===== src/rtl/ps2_key_fifo.sv =====
// ---------------------------------------------------------------------------
// ps2_key_fifo
//
// PS/2 keyboard receiver with key-event buffering. The raw keyboard lines are
// synchronised and level-filtered, 11-bit frames are deframed with odd-parity
// and stop-bit checks (plus an inactivity timeout), E0/F0 prefix bytes are
// folded into flags, and each resulting key event is queued in a show-ahead
// FIFO for the consumer.
//
// Parameters:
//   FILTER_LEN  consecutive identical samples needed to change a filtered level
//   TIMEOUT     clk cycles without a PS/2 clock fall before a frame is aborted
//   FIFO_DEPTH  event FIFO entries (power of two, >= 2)
//   CNT_W       width of fifo_count
//
// Ports:
//   clk, rstn          system clock, asynchronous active-low reset
//   PS2_CLK, PS2_DATA  raw keyboard lines (asynchronous to clk)
//   ready              consumer pops the head entry when valid && ready
//   clr_ovf            clears the sticky overflow flag
//   valid              FIFO not empty
//   key_code/key_ext/key_break  head entry {scan code, E0 seen, F0 seen}
//   fifo_count         FIFO occupancy, 0..FIFO_DEPTH
//   overflow           sticky: an event was dropped because the FIFO was full
//   parity_err         one-cycle pulse on a parity failure
//   frame_err          one-cycle pulse on a bad stop bit or a timeout
// ---------------------------------------------------------------------------
module ps2_key_fifo #(
    parameter int FILTER_LEN = 4,
    parameter int TIMEOUT    = 100000,
    parameter int FIFO_DEPTH = 8,
    parameter int CNT_W      = $clog2(FIFO_DEPTH) + 1
) (
    input  logic             clk,
    input  logic             rstn,
    input  logic             PS2_CLK,
    input  logic             PS2_DATA,
    input  logic             ready,
    input  logic             clr_ovf,
    output logic             valid,
    output logic [7:0]       key_code,
    output logic             key_ext,
    output logic             key_break,
    output logic [CNT_W-1:0] fifo_count,
    output logic             overflow,
    output logic             parity_err,
    output logic             frame_err
);

    localparam int FW = $clog2(FILTER_LEN);
    localparam int TW = $clog2(TIMEOUT + 1);
    localparam int AW = $clog2(FIFO_DEPTH);

    // -----------------------------------------------------------------------
    // Input conditioning: bit 0 = keyboard clock, bit 1 = keyboard data
    // -----------------------------------------------------------------------
    logic [1:0] line_raw;
    logic [1:0] line_filt;

    assign line_raw = {PS2_DATA, PS2_CLK};

    genvar gi;
    generate
        for (gi = 0; gi < 2; gi++) begin : g_line
            logic          sync1_q, sync2_q;
            logic          filt_q, filt_d;
            logic [FW-1:0] cnt_q, cnt_d;

            always_ff @(posedge clk or negedge rstn) begin
                if (!rstn) begin
                    sync1_q <= 1'b1;
                    sync2_q <= 1'b1;
                    filt_q  <= 1'b1;
                    cnt_q   <= '0;
                end else begin
                    sync1_q <= line_raw[gi];
                    sync2_q <= sync1_q;
                    filt_q  <= filt_d;
                    cnt_q   <= cnt_d;
                end
            end

            // cnt_q counts consecutive samples that disagree with the filtered
            // level; the level flips on the FILTER_LEN-th disagreeing sample.
            always_comb begin
                cnt_d  = '0;
                filt_d = filt_q;
                if (sync2_q != filt_q) begin
                    if (cnt_q == FW'(FILTER_LEN - 1)) begin
                        filt_d = sync2_q;
                    end else begin
                        cnt_d = cnt_q + 1'b1;
                    end
                end
            end

            assign line_filt[gi] = filt_q;
        end
    endgenerate

    logic clk_prev_q;
    logic fall;
    logic data_bit;

    always_ff @(posedge clk or negedge rstn) begin
        if (!rstn) begin
            clk_prev_q <= 1'b1;
        end else begin
            clk_prev_q <= line_filt[0];
        end
    end

    // High in the first cycle the filtered clock reads 0.
    assign fall     = clk_prev_q & ~line_filt[0];
    assign data_bit = line_filt[1];

    // -----------------------------------------------------------------------
    // Deframer FSM with prefix folding
    // -----------------------------------------------------------------------
    typedef enum logic [1:0] {
        S_IDLE,
        S_DATA,
        S_PARITY,
        S_STOP
    } state_t;

    state_t        state_q, state_d;
    logic [2:0]    bit_cnt_q, bit_cnt_d;
    logic [7:0]    shift_q, shift_d;
    logic          par_q, par_d;
    logic [TW-1:0] tmo_q, tmo_d;
    logic          ext_q, ext_d;
    logic          brk_q, brk_d;
    logic          perr_q, perr_d;
    logic          ferr_q, ferr_d;
    logic          push;
    logic [9:0]    push_entry;

    always_ff @(posedge clk or negedge rstn) begin
        if (!rstn) begin
            state_q   <= S_IDLE;
            bit_cnt_q <= '0;
            shift_q   <= '0;
            par_q     <= 1'b0;
            tmo_q     <= '0;
            ext_q     <= 1'b0;
            brk_q     <= 1'b0;
            perr_q    <= 1'b0;
            ferr_q    <= 1'b0;
        end else begin
            state_q   <= state_d;
            bit_cnt_q <= bit_cnt_d;
            shift_q   <= shift_d;
            par_q     <= par_d;
            tmo_q     <= tmo_d;
            ext_q     <= ext_d;
            brk_q     <= brk_d;
            perr_q    <= perr_d;
            ferr_q    <= ferr_d;
        end
    end

    always_comb begin
        state_d    = state_q;
        bit_cnt_d  = bit_cnt_q;
        shift_d    = shift_q;
        par_d      = par_q;
        tmo_d      = '0;
        ext_d      = ext_q;
        brk_d      = brk_q;
        perr_d     = 1'b0;
        ferr_d     = 1'b0;
        push       = 1'b0;
        push_entry = {ext_q, brk_q, shift_q};

        // Inactivity counter runs only inside a frame; any fall restarts it.
        if (state_q != S_IDLE && !fall) begin
            tmo_d = tmo_q + 1'b1;
        end

        if (state_q != S_IDLE && !fall && tmo_q == TW'(TIMEOUT - 1)) begin
            // Counter is about to reach TIMEOUT: abandon the frame.
            state_d = S_IDLE;
            tmo_d   = '0;
            ferr_d  = 1'b1;
            ext_d   = 1'b0;
            brk_d   = 1'b0;
        end else begin
            case (state_q)
                S_IDLE: begin
                    // A start bit of 1 is not a frame start.
                    if (fall && !data_bit) begin
                        state_d   = S_DATA;
                        bit_cnt_d = '0;
                    end
                end
                S_DATA: begin
                    if (fall) begin
                        shift_d   = {data_bit, shift_q[7:1]};
                        bit_cnt_d = bit_cnt_q + 3'd1;
                        if (bit_cnt_q == 3'd7) begin
                            state_d = S_PARITY;
                        end
                    end
                end
                S_PARITY: begin
                    if (fall) begin
                        par_d   = data_bit;
                        state_d = S_STOP;
                    end
                end
                S_STOP: begin
                    if (fall) begin
                        state_d = S_IDLE;
                        if ((^{shift_q, par_q}) != 1'b1) begin
                            perr_d = 1'b1;
                            ext_d  = 1'b0;
                            brk_d  = 1'b0;
                        end else if (!data_bit) begin
                            ferr_d = 1'b1;
                            ext_d  = 1'b0;
                            brk_d  = 1'b0;
                        end else if (shift_q == 8'hE0) begin
                            ext_d = 1'b1;
                        end else if (shift_q == 8'hF0) begin
                            brk_d = 1'b1;
                        end else begin
                            push  = 1'b1;
                            ext_d = 1'b0;
                            brk_d = 1'b0;
                        end
                    end
                end
                default: begin
                    state_d = S_IDLE;
                end
            endcase
        end
    end

    assign parity_err = perr_q;
    assign frame_err  = ferr_q;

    // -----------------------------------------------------------------------
    // Show-ahead event FIFO. The head is read asynchronously from the array
    // so a pushed entry is visible the cycle after the push.
    // -----------------------------------------------------------------------
    logic [9:0]       fifo_mem [FIFO_DEPTH];
    logic [AW-1:0]    wr_ptr_q, wr_ptr_d;
    logic [AW-1:0]    rd_ptr_q, rd_ptr_d;
    logic [CNT_W-1:0] count_q, count_d;
    logic             ovf_q, ovf_d;
    logic             full;
    logic             do_push;
    logic             do_pop;
    logic             ovf_set;
    logic [9:0]       head;

    assign valid   = (count_q != '0);
    assign full    = (count_q == CNT_W'(FIFO_DEPTH));
    assign do_pop  = valid & ready;
    // A full FIFO still accepts a push when the head leaves in the same cycle.
    assign do_push = push & (~full | do_pop);
    assign ovf_set = push & full & ~do_pop;

    always_comb begin
        wr_ptr_d = wr_ptr_q;
        rd_ptr_d = rd_ptr_q;
        count_d  = count_q;
        ovf_d    = ovf_q;
        // Pointer widths equal log2(depth), so increments wrap on their own.
        if (do_push) begin
            wr_ptr_d = wr_ptr_q + 1'b1;
        end
        if (do_pop) begin
            rd_ptr_d = rd_ptr_q + 1'b1;
        end
        if (do_push && !do_pop) begin
            count_d = count_q + 1'b1;
        end else if (!do_push && do_pop) begin
            count_d = count_q - 1'b1;
        end
        // A new overflow wins over a simultaneous clear.
        if (ovf_set) begin
            ovf_d = 1'b1;
        end else if (clr_ovf) begin
            ovf_d = 1'b0;
        end
    end

    always_ff @(posedge clk or negedge rstn) begin
        if (!rstn) begin
            wr_ptr_q <= '0;
            rd_ptr_q <= '0;
            count_q  <= '0;
            ovf_q    <= 1'b0;
        end else begin
            wr_ptr_q <= wr_ptr_d;
            rd_ptr_q <= rd_ptr_d;
            count_q  <= count_d;
            ovf_q    <= ovf_d;
        end
    end

    always_ff @(posedge clk) begin
        if (do_push) begin
            fifo_mem[wr_ptr_q] <= push_entry;
        end
    end

    assign head = fifo_mem[rd_ptr_q];

    // Array contents are not reset, so the head outputs are masked when empty.
    assign key_code   = valid ? head[7:0] : 8'h00;
    assign key_break  = valid ? head[8]   : 1'b0;
    assign key_ext    = valid ? head[9]   : 1'b0;
    assign fifo_count = count_q;
    assign overflow   = ovf_q;

endmodule


===== config.mk =====
export PLATFORM = sky130hd
export DESIGN_NAME = ps2_key_fifo
export DESIGN_NICKNAME = d
export VERILOG_FILES = /design/src/rtl/ps2_key_fifo.sv
export SDC_FILE = /design/constraint.sdc
export NUM_CORES = 1
export LEC_CHECK = 0
export CAP_MARGIN = 20
export CORE_ASPECT_RATIO = 1.75
export CORE_UTILIZATION = 50
export CTS_BUF_LIST = sky130_fd_sc_hd__clkbuf_16
export CTS_CLUSTER_SIZE = 28
export DETAILED_ROUTE_END_ITERATION = 6
export PLACE_DENSITY = 0.79
export SLEW_MARGIN = 10
export SYNTH_ARGS = -nofsm -noshare
export SYNTH_HDL_FRONTEND = slang
export SYNTH_SLANG_ARGS = --single-unit

===== constraint.sdc =====
create_clock -name clk -period 5.8 [get_ports clk]
set_input_delay 0.87 -clock clk [delete_from_list [all_inputs] [get_ports clk]]
set_output_delay 0.87 -clock clk [all_outputs]
set_load 0.01 [all_outputs]

* Word-level counts from Yosys, hierarchy flattened
Memory sizes are Yosys's and may differ from the RTL's.
Cells that the tools add are included.
** Word-level totals
- Output and inout bits :: 18
- Flip-flop bits (word level) :: 57
- Word-level logic and storage cells :: 143
- Memory bits (writable) :: 80
- Latch bits :: 0
- Memories :: 1
- Bits in read-only memories :: 0
- Input bits :: 6
** Cells by class
- $lt $le $gt $ge :: 0
- Divide/modulo/power cells :: 0
- Bitwise gates (word level) :: 10
- Equal/unequal tests :: 21
- Reduce and logical (&&, ||, !) cells :: 26
- Multipliers :: 0
- $add $sub $neg :: 8
- Mux-type cells :: 55
- Shifts and indexed selects :: 0
** Memories
- fifo_mem :: depth 8, bits a word 10, read ports 1, clocked after Yosys merged registers in 0, write ports 1, line 248 : logic [9:0] fifo_mem [FIFO_DEPTH];
** Operators with widths (count)
- 2-to-1 mux 1 bit :: 36
- 2-to-1 mux 17 bit :: 2
- 2-to-1 mux 2 bit :: 10
- adder 17 x 1 -> 17 bit, second input constant :: 1
- equality test 17 bit, second input constant :: 1
- equality test 8 bit, second input constant :: 2
- != test 3 bit, second input constant :: 5
- AND reduction 3 bit :: 4
- nonzero test 2 bit :: 6
- adder 3 x 1 -> 3 bit, second input constant :: 3
- parity 9 bit :: 1
- equality test 2 bit, second input constant :: 4
- 2-to-1 mux 4 bit :: 2
- 2-to-1 mux 8 bit :: 1
- one-hot mux 2 bit (4 select lines) :: 1
- 2-to-1 mux 3 bit :: 2
- one-hot mux 3 bit (2 select lines) :: 1
- AND 1 bit :: 5
- logical AND 1 bit :: 5
- != test 5 bit, second input constant :: 1
- AND reduction 5 bit :: 1
- adder 2 x 1 -> 2 bit, second input constant :: 2
- adder 4 x 1 -> 4 bit, second input constant :: 1
- equality test 4 bit, second input constant :: 1
- other kinds (13) :: 22

* Logic depth before layout (Yosys ltp)
Gate-level depths: netlist of the first run.
- Word-level depth :: 13
- Depth in mapped cells :: 13

* Least setup slack after synthesis of the first run
Ideal clock, no wire load.
- Path type :: flip-flop to flip-flop
- Start :: register shift_q[4]
- End :: register count_q[3] (netlist: fifo_count[3])
- Clock period less this slack :: 2824 ps
- Setup time :: 128 ps
- Slack :: 2976 ps
- Required time :: 5672 ps
- Stages on the path, launching flop included :: 14
- Arrival :: 2697 ps
- Cell sequence :: dfrtp_1 xnor2_1 xnor3_2 xnor2_4 nand3_4 inv_1 ha_1 inv_1 ha_1 a21o_1 a21oi_1 xnor2_1 nor2_1 xor2_1
** On the way
- Longest elaborated chain between the ends :: 12
- Elaborated cells between the ends (all ways) :: 16
- Those cells by class :: eq/ne (2); mux (8); bitwise (1); reduce/logical (5)
** RTL lines
- start: declaration :: line 129 : logic [7:0] shift_q, shift_d;
- start signal: assignment :: line 153 : shift_q <= shift_d;
- equality test 8 bit :: line 225 : end else if (shift_q == 8'hF0) begin
- 2-to-1 mux 1 bit :: line 225
- 2-to-1 mux 1 bit :: line 223 : end else if (shift_q == 8'hE0) begin
- 2-to-1 mux 1 bit :: line 219 : end else if (!data_bit) begin
- 2-to-1 mux 1 bit * :: line 215 : if ((^{shift_q, par_q}) != 1'b1) begin
- 2-to-1 mux 1 bit * :: line 213 : if (fall) begin
- 2-to-1 mux 1 bit * :: line 189 : case (state_q)
- 2-to-1 mux 1 bit * :: line 181 : if (state_q != S_IDLE && !fall && tmo_q == TW'(TIMEOUT - 1)) begin
- AND 1 bit * :: line 263 : assign do_push = push & (~full | do_pop);
- via do_push :: line 254 : logic do_push;
- zero test 1 bit :: line 280 : end else if (!do_push && do_pop) begin
- logical AND 1 bit :: line 280
- nonzero test 2 bit (no line)
- end signal: assignment :: line 300 : count_q <= count_d;
- end: declaration :: line 251 : logic [CNT_W-1:0] count_q, count_d;
Mark *: on every way through the listed nets, which the timed path passes. The rest lies on a longest branch.
A chain may end at the register's enable or synchronous reset.

* Worst setup path in the final report of the first run
- Start :: register rd_ptr_q[1]
- End :: output key_code[3]
** On the way
- Longest elaborated chain between the ends :: 2
** RTL lines
- start: declaration :: line 250 : logic [AW-1:0] rd_ptr_q, rd_ptr_d;
- start signal: assignment :: line 299 : rd_ptr_q <= rd_ptr_d;
- memory (8 x 10 bit)
- 2-to-1 mux 8 bit :: line 314 : assign key_code = valid ? head[7:0] : 8'h00;
- end: declaration :: line 41 : output logic [7:0] key_code,
No other way between the ends.

==> results of run 1 <==
power by group:
part / internal, mW / switching [mW] / total, mW
Clock: 0.676 / 0.399 / 1.08
Sequential: 1.18 / 0.193 / 1.37
Combinational: 0.510 / 0.451 / 0.960
Total: 2.36 / 1.04 / 3.41
stage by stage:
| step | worst slack (ns) | instance area, um^2 | util | instances | power [mW] |
|---|---|---|---|---|---|
| final | 2.40 | 6840 | 0.609 | 569 | 3.41 |
| after global placement | 2.51 | 6240 | 0.555 | 537 | 2.30 |
| after detailed placement | 2.42 | 6240 | 0.555 | 537 | 2.36 |
| after CTS | 2.36 | 6840 | 0.609 | 569 | 3.44 |
| after global routing | 2.16 | 6840 | 0.609 | 569 | 3.58 |
| after floorplan | 2.98 | 5850 | - | 388 | 2.03 |
sequential cells by signal, indices dropped and copies added (netlist names), 2 cells and up:
name	count
g_line.sync2_q	2
g_line.cnt_q	4
state_q	2
bit_cnt_q	3
g_line.sync1_q	2
rd_ptr_q	3
tmo_q	17
fifo_mem	80
shift_q	8
fifo_count	4
wr_ptr_q	3
per-layer routing:
| layer | GRT usage | up-vias | part of all wire |
|---|---|---|---|
| met1 | 0.193 | 1610 | 0.37 |
| met4 | 0.0822 | 0 | 0.021 |
| met5 | 0 | - | 0 |
| met3 | 0.0472 | 17 | 0.028 |
| met2 | 0.337 | 66 | 0.58 |
| li1 | - | 1504 | - |
placed cells by master (no fill, tap or decap), types with 5 or more instances in the layout:
cell	n
sky130_fd_sc_hd__clkdlybuf4s50_1	22
sky130_fd_sc_hd__inv_1	11
sky130_fd_sc_hd__nand3_1	11
sky130_fd_sc_hd__xnor2_1	19
sky130_fd_sc_hd__nor2_1	43
sky130_fd_sc_hd__nand2_1	21
sky130_fd_sc_hd__nand4_1	6
sky130_fd_sc_hd__nor3_1	10
sky130_fd_sc_hd__dfrtp_1	50
sky130_fd_sc_hd__mux4_2	20
sky130_fd_sc_hd__ha_1	14
sky130_fd_sc_hd__clkbuf_16	17
sky130_fd_sc_hd__xor2_1	10
sky130_fd_sc_hd__nor2b_1	5
sky130_fd_sc_hd__nand2b_1	5
sky130_fd_sc_hd__buf_4	5
sky130_fd_sc_hd__edfxtp_1	80
sky130_fd_sc_hd__mux2i_1	12
sky130_fd_sc_hd__o21ai_0	9
sky130_fd_sc_hd__and3_1	6
sky130_fd_sc_hd__mux2_2	10
sky130_fd_sc_hd__dfstp_2	7
critical path, delay by kind of cell (launching register included):
family        cells  cell delay [ns]
mux               2             0.60
flops             1             0.97
simple gates      1             0.06
buf+inv           1             0.47
cell families after synthesis:
logic type                 Yosys count
buffers and inverters               20
DFF                                137
xor gates and xnor gates            32
AOI/OAI and AO/OA                   20
muxes                               43
adders and majority gates           15
and+or+nand+nor                    121
final timing paths:
check                           depth (start not counted)                      endpoint                         from  slack, ns
worst max-delay path                                    4                   key_code[3]      rd_ptr_q[1]$_DFFE_PN0P_       2.40
worst min-delay path                                    0   g_line[1].sync2_q$_DFF_PN1_  g_line[1].sync1_q$_DFF_PN1_       0.36
worst max register to register                         13     fifo_count[3]$_DFFE_PN0P_         clk_prev_q$_DFF_PN1_       2.46
worst min register to register                          0   g_line[1].sync2_q$_DFF_PN1_  g_line[1].sync1_q$_DFF_PN1_       0.36
max in group asynchronous                               2        shift_q[2]$_DFFE_PN0P_                         rstn       4.74
min in group asynchronous                               2  g_line[1].cnt_q[1]$_DFF_PN0_                         rstn       0.59
cell type report:
class,instances,area [um^2],share of cell area
clock buffers,17,425,0.0622
clock inverters,15,175,0.0256
inverters,9,33.8,0.00494
multi-input cells,231,1940,0.283
flip-flops and latches,137,3840,0.561
well taps,132,165,0.0242
repair buffers,28,263,0.0384
==> impl_summary.md, run 1 <==
Outcome
The flow ran to the end, and the final reports show no timing, DRC or antenna violations.

Clock tree
The post-cts resize count is 0. The worst-skew pair later-pin latency is 0.41 ns. In this run the number of H-tree levels came out at 4. The total clock buffers created by CTS is 17. The library cell used as clock root buffer is sky130_fd_sc_hd__clkbuf_16. The clock sink count is 137. The longest clock path from root to sink contains 2 buffers. Buffers added to address setup during post-CTS repair amount to 0. TritonCTS built the clock tree. The number of buffers inserted by hold repair at cts is 0. The post-CTS clock slew at the launch and capture registers of the worst setup and hold paths is 0.06 ns.

Power
For this design the ratio of total power to cell area is 498 nW/um^2. VDD sags by at most 454 uV. The cell leakage power is 2.65 nW.

Timing
The final setup TNS is 0 ns. The slew of the pin with the lowest slew margin is 0.961 ns. The hold violation count in the final report came to 0. On the final layout, the worst hold slack is 0.357 ns. Setup violations remaining at the end of the flow were counted as 0. The worst max-slew margin expressed relative to the limit is 0.357. For the final database, setup skew stands at 0.00782 ns. The shortest period the worst path allows is 3.40 ns.

Setup repair after global routing left no endpoint under its margin. The highest clock rate is 294 MHz. The portion of the clock cycle consumed by the worst path in the final layout is 0.586. The final number of max-transition violations came to 0.

Layout
From synthesis to final layout, the design area changed by 16.9%. The final-stage net count is 445. The number of inserted diodes is 0. After filler insertion, the fill cell instance count of the layout stands at 820. The share of final-layout standard cells stronger than drive strength 1 is 0.181.

Logic synthesis
The synthesized instance count is 388. The most used standard cell by instance count after synthesis is sky130_fd_sc_hd__edfxtp_1. Synthesis inferred 137 register bits.

The number of distinct library cell variants in the gate-level netlist after synthesis is 41. The synthesized design spends more area on one cell type than any other, namely sky130_fd_sc_hd__edfxtp_1. The cell area after technology mapping is 5850 um^2. The compound-cell area share of the yosys netlist is 0.0205. For this run, the leading register cell type out of synthesis is sky130_fd_sc_hd__edfxtp_1.

By count the netlist is led by sky130_fd_sc_hd__edfxtp_1 (80), sky130_fd_sc_hd__dfrtp_1 (50), sky130_fd_sc_hd__nor2_1 (43). The register area share after synthesis is 0.656. The mean instance size in the synthesized netlist is 15.1 um^2. After synthesis, the largest family of logic cells by area is multiplexers.

The post-synth net total is 409. The mux cell area share after synthesis is 0.119. After synthesis, the share of flip-flops with an asynchronous set or reset is 0.416. The post-synthesis share of cell area spent on full adders, half adders and majority gates is 0.0334. The post-synthesis simple-gate area fraction is 0.102. The xor and xnor area share after synthesis is 0.0550. The fraction of post-synthesis cell area in the top cell type by area is 0.411. The number of enable-type register cells in the synthesized netlist is 80. The Yosys step of the flow raised 0 warnings.

By area the synthesized netlist is led by sky130_fd_sc_hd__edfxtp_1 (41%), sky130_fd_sc_hd__dfrtp_1 (21%), sky130_fd_sc_hd__mux4_2 (7.7%), sky130_fd_sc_hd__dfstp_2 (3.1%), sky130_fd_sc_hd__ha_1 (3.0%).

Global route
The first global-routing pass estimated 16900 um of wire. The total overflow left after global routing is 0. The number of antenna violations at the first check in global routing is 0. The largest net degree at the start of global routing is 58. The via count of the first global-routing pass is 3450. The global routing usage summed across all routing layers is 0.183.

Drt
The detailed-route via count is 3197. In this run the remaining antenna-violating nets after routing total 0. For this run, the detailed router's first-pass iteration total came to 4. The number of DRC markers after the initial detailed-route iteration is 159. Dividing the detail-routed wire length by the instance count gives 17.8 um. After detailed routing, the number of vias per cell comes to 5.62. After detailed routing, the total wire length is 10100 um. After detailed routing, the number of remaining DRC violations is 0.

Die
The initial standard-cell utilization of the core is 0.521. The die area is 12100 um^2. The die width is 83.8 um.

The number of top-level design ports is 24. The y dimension of the die is 145 um. The row count is 51.

The core area is 11200 um^2.

Setup path
The delay of the slowest cell on the worst path is 0.97 ns. The critical path's slowest cell is sky130_fd_sc_hd__dfrtp_1. The signal arrival time at the worst endpoint is 2.53 ns. Traced cell by cell, the critical path runs through mux4_2 -> mux2i_1 -> nor2_1 -> clkdlybuf4s50_1. The required time at the endpoint of the critical path is 4.93 ns. The category of the worst setup path capture point is a primary output.

Of all nets on the critical path, the largest fanout is 22. The critical path launch point type is a flop. The critical path class is reg -> out.

Placed design
The number of I/O port buffers is 23. The congestion estimate from routability-driven global placement came to 0.805. The total half-perimeter wirelength after legalization and detailed placement is 6800 um.

Min path
The worst min-delay path class is reg -> reg.

Flow run
The max-capacitance violation count is 0.
(Power assumes the default switching activity.)
==> run 2: changes to the inputs <==
--- a/config.mk
+++ b/config.mk
@@ -11,7 +11,7 @@
 export CTS_BUF_LIST = sky130_fd_sc_hd__clkbuf_16
 export CTS_CLUSTER_SIZE = 28
 export DETAILED_ROUTE_END_ITERATION = 6
-export PLACE_DENSITY = 0.79
+export PLACE_DENSITY = 0.81
 export SLEW_MARGIN = 10
 export SYNTH_ARGS = -nofsm -noshare
 export SYNTH_HDL_FRONTEND = slang
==> constraint.sdc (replaced) <==
create_clock -name clk -period 3.02 [get_ports clk]
set_input_delay 0.453 -clock clk [delete_from_list [all_inputs] [get_ports clk]]
set_output_delay 0.453 -clock clk [all_outputs]
set_load 0.01 [all_outputs]
==> impl_summary.md, run 2 (same netlist as run 1, synthesis figures left out) <==
Global route
The number of antenna violations at the first check in global routing came to 0 (unchanged). The largest net degree at the start of global routing is 25 (-57%). The global-route wire length before repair was 17500 um (+3.1%). The overflow left after global routing was 0 (unchanged). The via count of the first global-routing pass is 3573 (+3.6%). The global routing usage summed across all routing layers came to 0.190 (+0.00623).

Layout
The largest registers in the layout are fifo_mem (80), tmo_q (17), shift_q (8). The area of all placed cells without fillers is 6980 um^2 (+2.1%). The register name with the most flops is fifo_mem. In the layout the commonest cells are sky130_fd_sc_hd__edfxtp_1 (80), sky130_fd_sc_hd__dfrtp_1 (50), sky130_fd_sc_hd__nor2_1 (43). The final-stage net count came to 460 (+3.4%). The area growth from synthesis to final layout is 19.4%.

The number of flip-flops in the largest register is 80 (unchanged). The filler cell count was 810 (-1.2%). The sequential cell area was 3840 um^2 (unchanged).

The number of inserted diodes was 0 (unchanged). The final core area utilization came to 0.622 (+0.0130). The area occupied by multi-input gates is 1940 um^2 (+0.32%). The share of final-layout standard cells stronger than drive strength 1 is 0.215 (+0.0338). Leaving out fill and tap cells, the most frequent cell in the layout is sky130_fd_sc_hd__edfxtp_1.

Timing
In the finished design, the share of the clock period the worst path needs comes to 0.939. The final setup TNS came to 0 ns (unchanged). The highest clock rate is 353 MHz.

The hold violation count in the final report was 0 (unchanged). The setup-violating endpoint count in the final report is 0 (unchanged). The final number of max-transition violations is 0 (unchanged). The minimum setup slack in the final design was 0.185 ns (-2.22 ns).

For the finished layout, the period the worst path requires is 2.84 ns. The post-route clock skew is 0.00997 ns (+0.00215 ns). The worst max-slew margin expressed relative to the limit is 0.503 (+0.145). The slew of the pin with the lowest slew margin is 0.746 ns (-0.215 ns).

Drt
The number of detailed-routing iterations run before antenna repair came to 5 (+1). The number of DRC markers after the initial detailed-route iteration is 194 (+22%). The post-detailed-route via-to-cell ratio is 5.71 (+1.7%).

The post-detailed-route count of antenna-violating nets is 0 (unchanged). The detailed-route via count is 3336 (+4.3%). The final wirelength is 10600 um (+5.0%). The DRC violations left is 0 (unchanged). The post-detailed-route wirelength per cell is 18.2 um (+2.3%).

Die
The die area was 12100 um^2 (unchanged). The row count is 51 (unchanged). The die width came to 83.8 um (unchanged). The core area is 11200 um^2 (unchanged). The number of top-level design ports is 24 (unchanged). The y dimension of the die came to 145 um (unchanged). The initial standard-cell utilization of the core is 0.521 (unchanged).

Clock tree
The maximum clock insertion buffer count is 2 (unchanged). The number of setup buffers added after CTS came to 0 (unchanged). The library cell used as clock root buffer is sky130_fd_sc_hd__clkbuf_16. The worst-skew pair later-pin latency is 0.42 ns (about the same).

The clock sink count is 137 (unchanged). The TritonCTS clock tree is built. The post-CTS clock slew at the launch and capture registers of the worst setup and hold paths came to 0.06 ns (about the same). The post-cts resize count is 0 (unchanged). The depth of the CTS H-tree is 4 (unchanged). The total clock buffers created by CTS was 17 (unchanged). The number of buffers inserted by hold repair at cts is 0 (unchanged).

Min path
The tightest min-delay check is of the in -> async type.

Setup path
The signal arrival time at the worst endpoint is 3.14 ns (+0.61 ns). Tracing the worst setup path back leads to its startpoint at shift_q[2]$_DFFE_PN0P_. The worst setup path is captured at a flop.

The path depth of the worst reg2reg path is 13 (unchanged). The start of the worst register-to-register path is shift_q[2]$_DFFE_PN0P_. The critical path launch point type is a flop.

The worst register-to-register path ends at fifo_count[3]$_DFFE_PN0P_. The largest fanout on the critical path is 3 (-86%). The worst-case register-to-register setup slack is 0.18 ns (-2.28 ns).

The required time at the endpoint of the critical path is 3.32 ns (-1.61 ns). The setup path with the least slack is of type reg -> reg.

Outcome
The flow ran to the end, and the final reports show no timing, DRC or antenna violations.

Power
The cell leakage power was 2.73 nW (+3.1%). The peak ir drop on the vdd network is 670 uV (+48%). The power density normalized to cell area is 964 nW/um^2 (+93%).

The overall power is 6.73 mW (+98%).

Flow run
The max-capacitance violation count is 0 (unchanged).

Placed design
The weighted congestion reported at the end of routability-driven placement is 0.828 (+2.9%). The total half-perimeter wirelength after legalization and detailed placement is 7110 um (+4.6%). The area after detailed placement is 6360 um^2 (+2.0%). The number of I/O port buffers is 23 (unchanged). The post-placement setup slack is 0.128 ns (-2.29 ns).
-- run 2: cell count changes in the layout (fill, tap and decap cells not counted) --
cell,change
sky130_fd_sc_hd__clkinv_2,-1
sky130_fd_sc_hd__nor4_2,+1
sky130_fd_sc_hd__inv_8,+1
sky130_fd_sc_hd__clkinvlp_4,+1
sky130_fd_sc_hd__inv_1,-2
sky130_fd_sc_hd__buf_12,+1
sky130_fd_sc_hd__clkinv_4,-1
sky130_fd_sc_hd__inv_6,+2
sky130_fd_sc_hd__buf_4,+14
sky130_fd_sc_hd__nor4_1,-1
-- run 2: metal layers --
metal,GRT usage,vias to the layer above,routed length (um)
met1,0.201,1718,3970
met2,0.347,59,6090
met3,0.0358,25,273
li1,-,1534,-
met4,0.105,0,295
met5,0,-,0
-- run 2: critical path: stages (launching register included) --
cell	delay (ns)
sky130_fd_sc_hd__dfrtp_1	0.40
sky130_fd_sc_hd__xnor2_1	0.18
sky130_fd_sc_hd__xnor3_2	0.49
sky130_fd_sc_hd__xnor2_4	0.24
sky130_fd_sc_hd__nand3_4	0.11
sky130_fd_sc_hd__inv_1	0.08
sky130_fd_sc_hd__ha_1	0.17
sky130_fd_sc_hd__inv_1	0.09
sky130_fd_sc_hd__ha_1	0.28
sky130_fd_sc_hd__a21o_1	0.18
sky130_fd_sc_hd__a21oi_1	0.17
sky130_fd_sc_hd__xnor2_1	0.13
sky130_fd_sc_hd__nor2_1	0.06
sky130_fd_sc_hd__xor2_1	0.14
-- run 2: report_power, final --
| group | leakage (nW) | switching (mW) | internal [mW] |
|---|---|---|---|
| clock | 0.293 | 0.814 | 1.32 |
| combinational | 0.950 | 0.995 | 1.07 |
| sequential | 1.48 | 0.274 | 2.26 |
| total | 2.73 | 2.08 | 4.65 |
-- run 2: worst max path at each step --
| stage | end | slack, ns | cells past startpoint |
|---|---|---|---|
| after floorplan | fifo_count[3]$_DFFE_PN0P_ | 0.20 | 13 |
| after global placement | fifo_count[3]$_DFFE_PN0P_ | 0.17 | 13 |
| after detailed placement | fifo_count[3]$_DFFE_PN0P_ | 0.13 | 13 |
| after CTS | fifo_count[3]$_DFFE_PN0P_ | 0.16 | 14 |
| after global routing | fifo_count[3]$_DFFE_PN0P_ | -0.03 | 13 |
| final | fifo_count[3]$_DFFE_PN0P_ | 0.18 | 13 |
-- run 2: final cells by class --
class,count,area share
tap,132,0.0237
multi-input combinational,231,0.278
sequential,137,0.550
timing repair buffer,43,0.0555
clock buffer,17,0.0609
inverter,9,0.00484
clock inverter,15,0.0272
-- run 2: metrics by stage --
step	cells	hold slack, ns
after CTS	584	0.0207
after global routing	584	0.0583
final	584	0.0139
after detailed placement	552	0.347
after floorplan	388	0.157
after global placement	552	0.346
